--- src/rtl/bnn_seq_ctrl.sv ---
// bnn_seq_ctrl: serial XNOR-popcount sequencer for BCNV/BNN with matrix-size and threshold config.
module bnn_seq_ctrl #(
  parameter int XLEN = 32,
  parameter int KMAX = 5
) (
  input  logic            clk,
  input  logic            reset,
  input  logic            start_E,
  input  logic            op_bnn_E,
  input  logic            en_threshold_E,
  input  logic            ms_WE_E,
  input  logic            at_WE_E,
  input  logic [XLEN-1:0] cfg_data_E,
  input  logic [XLEN-1:0] opA_E,
  input  logic [XLEN-1:0] opB_E,
  output logic            busy,
  output logic            done,
  output logic [XLEN-1:0] result,
  output logic            cfg_err,
  output logic [2:0]      ms_q,
  output logic [4:0]      at_q
);
  localparam logic [2:0] KM = 3'(KMAX);
  typedef enum logic [1:0] {IDLE, COUNT, DONE} state_t;
  state_t state_q, state_d;
  logic [2:0] ms_d, k_q, k_d, row_q, row_d;
  logic [4:0] at_d, thr_q, thr_d, acc_q, acc_d, pc;
  logic th_q, th_d, done_q, done_d, err_q, err_d, ms_ok;
  logic [XLEN-1:0] vec_q, vec_d, result_q, result_d;
  logic [5:0] kk;
  logic [KMAX-1:0] row_bits;
  logic unused_cfg;
  assign kk = {3'b0, ms_q} * {3'b0, ms_q};
  assign ms_ok = cfg_data_E[2:0] != 3'd0 && cfg_data_E[2:0] <= KM;
  // vec_q shifts down one row per cycle, so the current row is always its low k bits
  assign row_bits = vec_q[KMAX-1:0] & ~({KMAX{1'b1}} << k_q);
  assign busy = (state_q == IDLE && start_E) || state_q == COUNT;
  assign done = done_q;
  assign result = result_q;
  assign cfg_err = err_q;
  assign unused_cfg = ^cfg_data_E[XLEN-1:5];
  always_comb begin
    pc = '0;
    for (int i = 0; i < KMAX; i++) pc = pc + 5'(row_bits[i]);
  end
  always_comb begin
    state_d = state_q;
    k_d = k_q;
    thr_d = thr_q;
    th_d = th_q;
    vec_d = vec_q;
    acc_d = acc_q;
    row_d = row_q;
    done_d = 1'b0;
    result_d = result_q;
    ms_d = (ms_WE_E && ms_ok) ? cfg_data_E[2:0] : ms_q;
    err_d = err_q | (ms_WE_E && !ms_ok);
    at_d = at_WE_E ? cfg_data_E[4:0] : at_q;
    case (state_q)
      IDLE: if (start_E) begin
        k_d = ms_q;
        thr_d = at_q;
        th_d = op_bnn_E & en_threshold_E;
        vec_d = ~(opA_E ^ opB_E) & ((XLEN'(1) << kk) - XLEN'(1));
        acc_d = '0;
        row_d = '0;
        state_d = COUNT;
      end
      COUNT: begin
        acc_d = acc_q + pc;
        row_d = row_q + 3'd1;
        vec_d = vec_q >> k_q;
        if (row_q == k_q - 3'd1) begin
          state_d = DONE;
          done_d = 1'b1;
          result_d = th_q ? {{(XLEN-1){1'b0}}, acc_d >= thr_q} : {{(XLEN-5){1'b0}}, acc_d};
        end
      end
      default: state_d = IDLE;
    endcase
  end
  always_ff @(posedge clk or posedge reset) begin
    if (reset) begin
      state_q <= IDLE;
      ms_q <= 3'd3;
      at_q <= '0;
      err_q <= 1'b0;
      k_q <= '0;
      thr_q <= '0;
      th_q <= 1'b0;
      vec_q <= '0;
      acc_q <= '0;
      row_q <= '0;
      done_q <= 1'b0;
      result_q <= '0;
    end else begin
      state_q <= state_d;
      ms_q <= ms_d;
      at_q <= at_d;
      err_q <= err_d;
      k_q <= k_d;
      thr_q <= thr_d;
      th_q <= th_d;
      vec_q <= vec_d;
      acc_q <= acc_d;
      row_q <= row_d;
      done_q <= done_d;
      result_q <= result_d;
    end
  end
endmodule
--- config.mk ---
export PLATFORM = sky130hd
export DESIGN_NAME = bnn_seq_ctrl
export DESIGN_NICKNAME = d
export VERILOG_FILES = /design/src/rtl/bnn_seq_ctrl.sv
export SDC_FILE = /design/constraint.sdc
export NUM_CORES = 1
export LEC_CHECK = 0
export BUFFER_PORTS_ARGS = -buffer_cell sky130_fd_sc_hd__buf_2
export CAP_MARGIN = 10
export CORE_UTILIZATION = 48
export DETAILED_ROUTE_END_ITERATION = 8
export PLACE_DENSITY_LB_ADDON = 0.15
export SYNTH_ARGS = -nofsm -noshare
export SYNTH_HDL_FRONTEND = slang
export SYNTH_SLANG_ARGS = --single-unit
--- constraint.sdc ---
create_clock -name clk -period 4.2 [get_ports clk]
set_input_delay 0.84 -clock clk [delete_from_list [all_inputs] [get_ports clk]]
set_output_delay 0.84 -clock clk [all_outputs]
set_load 0.1 [all_outputs]
* Yosys cells after proc, flatten, opt, wreduce, memory -nomap -nowiden
Cells that the tools add are included.
** Cells by class
- $add $sub $neg :: 8
- $mul :: 1
- $lt $le $gt $ge :: 2
- Equal/unequal tests :: 4
- Shift-type cells :: 3
- Mux-type cells :: 12
- Bitwise gates (word level) :: 7
- Reductions and logical operators :: 13
** Operators by type and width (count)
- one-hot mux 32 bit (2 select lines) :: 1
- AND 32 bit :: 1
- two-way mux 32 bit :: 1
- NOT 32 bit :: 1
- << shifter 1 x 6 -> 32 bit, first input constant :: 1
- right shift 32 x 3 -> 32 bit :: 1
- subtractor 32 x 1 -> 32 bit, second input constant :: 1
- bitwise XOR 32 bit :: 1
- two-way mux 5 bit :: 2
- one-hot mux 5 bit (2 select lines) :: 1
- AND reduction 2 bit :: 4
- multiplier 3 x 3 -> 6 bit :: 1
- one-hot mux 3 bit (2 select lines) :: 1
- adder 4 x 1 -> 5 bit :: 1
- adder 5 bit :: 1
- AND 5 bit :: 1
- greater-or-equal comparator 5 bit :: 1
- NOT 5 bit :: 1
- << shifter 5 x 3 -> 5 bit, first input constant :: 1
- adder 3 x 1 -> 4 bit :: 1
- logical AND 1 bit :: 4
- two-way mux 2 bit :: 2
- one-hot mux 2 bit (2 select lines) :: 1
- adder 2 x 1 -> 3 bit :: 1
- other kinds (17) :: 18
** Word-level totals
- Register bits :: 93
- Input bits :: 103
- Output and inout bits :: 43
- Logic and storage cells :: 62

* Longest topological paths before layout
- Depth after elaboration :: 10
- Depth in mapped cells :: 20
- Mapped depth without buffers :: 18

* Least setup slack after synthesis
OpenSTA, ideal clock, no wires.
- Path kind :: register to register
- Start point :: register k_q[0]
- End point :: register result_q[0], in the netlist result[0]
- Library setup time :: 0.127 ns
- Arrival :: 4.059 ns
- Data required time :: 4.073 ns
- Path slack :: 0.014 ns
- Stages on the path, launching flop included :: 21
- Path buffers :: 2
- Period minus slack after synthesis :: 4.186 ns
- Path through :: dfrtp_1 -> buf_6 -> buf_6 -> clkinv_1 -> ha_1 -> ha_1 -> nor2b_1 -> fa_1 -> fa_1 -> ha_1 -> inv_1 -> fa_1 -> nor2b_1 -> o21ai_0 -> xor2_1 -> inv_1 -> ha_1 -> nand2_1 -> nand3b_1 -> a31oi_1 -> o31ai_2
** On the way
- Word-level cells in the longest chain between the ends :: 10
- Elaborated cells between the ends (all ways) :: 13
- Classes of those cells :: add/sub (6); order compare (1); eq/ne (1); shift (1); mux (1); bitwise (2); reduce/logical (1)
** RTL lines
- from (decl) :: line 26 : logic [2:0] ms_d, k_q, k_d, row_q, row_d;
- from (signal assigned) :: line 101 : k_q <= k_d;
- << shifter 5 x 3 -> 5 bit :: line 36 : assign row_bits = vec_q[KMAX-1:0] & ~({KMAX{1'b1}} << k_q);
- NOT 5 bit :: line 36
- AND 5 bit :: line 36
- adder 1 x 1 -> 2 bit :: line 44 : for (int i = 0; i < KMAX; i++) pc = pc + 5'(row_bits[i]);
- adder 2 x 1 -> 3 bit :: line 44
- adder 3 x 1 -> 4 bit :: line 44
- adder 4 x 1 -> 5 bit :: line 44
- adder 5 bit :: line 70 : acc_d = acc_q + pc;
- greater-or-equal comparator 5 bit :: line 76 : result_d = th_q ? {{(XLEN-1){1'b0}}, acc_d >= thr_q} : {{(XLEN-5){1'b0}}, acc_d};
- two-way mux 5 bit :: line 76
- to (signal assigned) :: line 108 : result_q <= result_d;
- to (decl) :: line 29 : logic [XLEN-1:0] vec_q, vec_d, result_q, result_d;
Parallel ways exist; a longest one is shown, timed or not.
A chain may end at the register's enable or synchronous reset.

* Worst setup path in the final report
Same ends and word-level chain as after synthesis.

==> run_results.csv <==
group,metric,value,unit
pwr,p_per_area,816,nW/um2
sta,finalHoldViolCount,0,
pwr,clock_power_share,12.1,%
sta,rsz0062_at_grt,"no",
setup_path,timing.rr.start,"k_q[0]",
clock_tree,clock_path_buffers,2,
synthesis,netlist_area,4930,um2
sta,timing.fmax,258,MHz
setup_path,path_max_fanout,3,
pwr,intPower,0.00233,W
sta,slew_violations,0,
sta,post-route-min-period,3880,ps
synthesis,synth-seq-cells,66,
pwr,power.switching,0.00222,W
detailed_routing,wl,11.5,mm
global_routing,grt_max_degree,42,
clock_tree,cts_made_buffers,9,
setup_path,critPathLaunch,"k_q[0]",
pwr,leakage,2.52,nW
finish,antennaDiodeCount,0,
clock_tree,cts_tree,"built",
clock_tree,cts_hold_buf,0,
placed_design,gp_congestion,0.822,
synthesis,synth_area_per_cell,9.65,um2
global_routing,grt_usage,24.2,%
min_path,hold_path_class,"register to register",
setup_path,crit_slowest_cell,"fa_1",
synthesis,synth-edff-count,0,
setup_path,crit_chain,"clkinv_1, ha_1, ha_1, nor2b_1, fa_1, fa_1, ha_1, inv_1, fa_2, nor2b_1, o21ai_0, xor2_1, inv_1, ha_1, nand2_1, nand3b_1, a31oi_1, o31ai_2",
clock_tree,clock_latency,360,ps
detailed_routing,drt_iter0_drc,268,
finish,regArea,1650,um2
die,dieArea,10700,um2
global_routing,grt_busiest_layer,"met2",
setup_path,cp.required,4450,ps
synthesis,syn_inst,511,
finish,nFillCells,922,
sta,clock_skew,8.59,ps
synthesis,yosys_warnings,0,
pwr,ir_drop,304,uV
placed_design,io_buffer_count,91,
global_routing,met3_usage,5.65,%
clock_tree,clkSinkCount,66,
pwr,p_comb_share,62.6,%
global_routing,antenna_found_initial,0,
clock_tree,cts.clk_slew.worst_paths,80,ps
setup_path,worstSetupEndpointType,"register",
setup_path,criticalPathCategory,"register to register",
setup_path,startpoint_type,"register",
setup_path,cp.arrival,4130,ps
finish,multiInputGateArea,2940,um2
sta,finalCritPeriodShare,92.3,%
global_routing,use_met1,32.8,%
run,maxCapViolCount,0,
global_routing,grt_pass1_vias,3825,
detailed_routing,wire_per_inst,15.8,um
detailed_routing,vias,4064,
detailed_routing,vias_per_cell,5.58,
finish,final_nets,711,
die,pin_count,146,
outcome,status,"finished clean",
global_routing,overflow,0,
sta,worstMarginPinSlew,997,ps
finish,drive_above_1_share,25.5,%
synthesis,synth-main-ff-cell,"dfrtp_1",
setup_path,critPathTopFamily,"adder cells",
min_path,hp-start,"cfg_err",
pwr,total_power,0.00455,W
synthesis,ys_seq_area_share,33.5,%
setup_path,crit_path_frequent_cell,"ha_1",
pwr,swShare,48.8,%
die,row_count,36,
die,die_w,103,um
die,core,9860,um2
synthesis,async_reset_ff_share,100,%
clock_tree,h-tree-depth,3,
sta,final.setup.tns,0,ps
pwr,pwr-share-seq,25.3,%
finish,synthToLayoutAreaGrowth,12.9,%
detailed_routing,drt_first_pass_iters,4,
synthesis,synth_cell_types,55,
die,die_h,103,um
detailed_routing,drc_errors,0,
setup_path,cp_slowest_stage_delay,560,ps
die,initial_core_util,50.0,%
global_routing,gr-usage-met2,38.6,%
finish,final_core_util,56.5,%
detailed_routing,postRouteAntennaNets,0,
setup_path,critical_path_buf_inv_count,3,
global_routing,grt_pass1_wl,19.3,mm
sta,slew_headroom,32.7,%
sta,setup_viol,0,
placed_design,hpwl,8.27,mm
clock_tree,cts_root_buffer,"clkbuf_8",
cells by family after synthesis:
group,count (synthesis),share of synthesized area (%)
AO/OA/AOI/OAI,123,16.9
XOR/XNOR,41,7.28
adder cells (fa/ha/maj),18,5.02
buffers and inverters,81,8.98
flip-flops,66,33.5
multiplexers,57,16.8
other,1,0.0760
AND/OR/NAND/NOR,124,11.4
worst paths after layout:
| check | to | slack, ps | cells past startpoint |
|---|---|---|---|
| max in group asynchronous | result[1] | 2650 | 3 |
| max reg2reg | result[0] | 320 | 18 |
| max | result[0] | 320 | 18 |
| min | cfg_err | 460 | 1 |
| min reg2reg | cfg_err | 460 | 1 |
| min in group asynchronous | at_q[4] | 620 | 2 |
cells in the mapped netlist (9+ instances only):
cell,instances,area share [%]
xor2_1,19,3.4
o221ai_1,9,1.6
a31oi_1,10,1.3
o21ai_0,36,3.7
ha_1,15,3.8
nand2_1,61,4.6
a21oi_1,16,1.6
xnor2_1,22,3.9
nor2_1,26,2.0
buf_4,29,4.4
inv_1,19,1.4
clkbuf_1,19,1.4
dfrtp_1,64,32
a22oi_1,9,1.4
mux4_2,20,9.1
mux2i_1,31,6.3
cells in the final DEF, fill, tap and decap left out, drive strengths merged, types with 4 or more instances in the layout:
cell type / n
buf: 102
dfrtp: 64
nand2: 61
o21ai: 36
mux2i: 31
conb: 27
nor2: 26
xnor2: 22
mux4: 20
xor2: 19
inv: 19
a21oi: 16
ha: 15
a31oi: 10
o221ai: 9
a22oi: 9
clkbuf: 9
nor2b: 7
nor3: 7
o211ai: 7
mux2: 6
and2: 5
a221oi: 5
a221o: 5
nand2b: 4
a22o: 4
nand3b: 4
nand3: 4
clkinvlp: 4
o31ai: 4
clkinv: 4
stage by stage:
step | setup WS, ps | hold slack [ps] | std cells | instance area (um2)
6_report | 322 | 461 | 728 | 5570
5_1_grt | 16.9 | 475 | 728 | 5570
2_1_floorplan | 13.6 | 453 | 537 | 5030
4_1_cts | 232 | 464 | 727 | 5560
3_3_place_gp | 357 | 436 | 711 | 5370
3_5_place_dp | 264 | 445 | 711 | 5370
power by group through the flow:
stage	combinational [W]	sequential [W]	clock, W
6_report	0.00285	0.00115	0.000548
5_1_grt	0.00317	0.00119	0.000581
4_1_cts	0.00284	0.00115	0.000556
3_5_place_dp	0.00283	0.00116	0
3_3_place_gp	0.00275	0.00115	0
2_1_floorplan	0.00213	0.00127	0
area by class of cell:
type                            instances  area share [%]
Tap cell                              133            2.99
Clock buffer                            9            2.22
Timing Repair Buffer                  102            9.66
Clock inverter                          7            1.26
Sequential cell                        66            29.7
Multi-Input combinational cell        390            52.8
Inverter                               21            1.42
repair_timing:
action                                  in CTS  in global routing
hold endpoints to repair                     0                  0
buffers inserted                             0                  1
endpoints found under the setup margin       0                  1
gates resized for setup                      0                  1
state kept, by name, summed over array words and instances, names as in the netlist, 2 cells and up:
register	count
vec_q	32
state_q	2
k_q	3
at_q	5
result	5
row_q	3
acc_q	5
ms_q	3
thr_q	5
routing by layer:
metal	vias to the layer above	share of wire [%]
met1	1941	46
met5	-	0
li1	1957	-
met3	25	5.6
met4	0	2.2
met2	141	47
No activity file was read; power rests on OpenSTA's default activity.
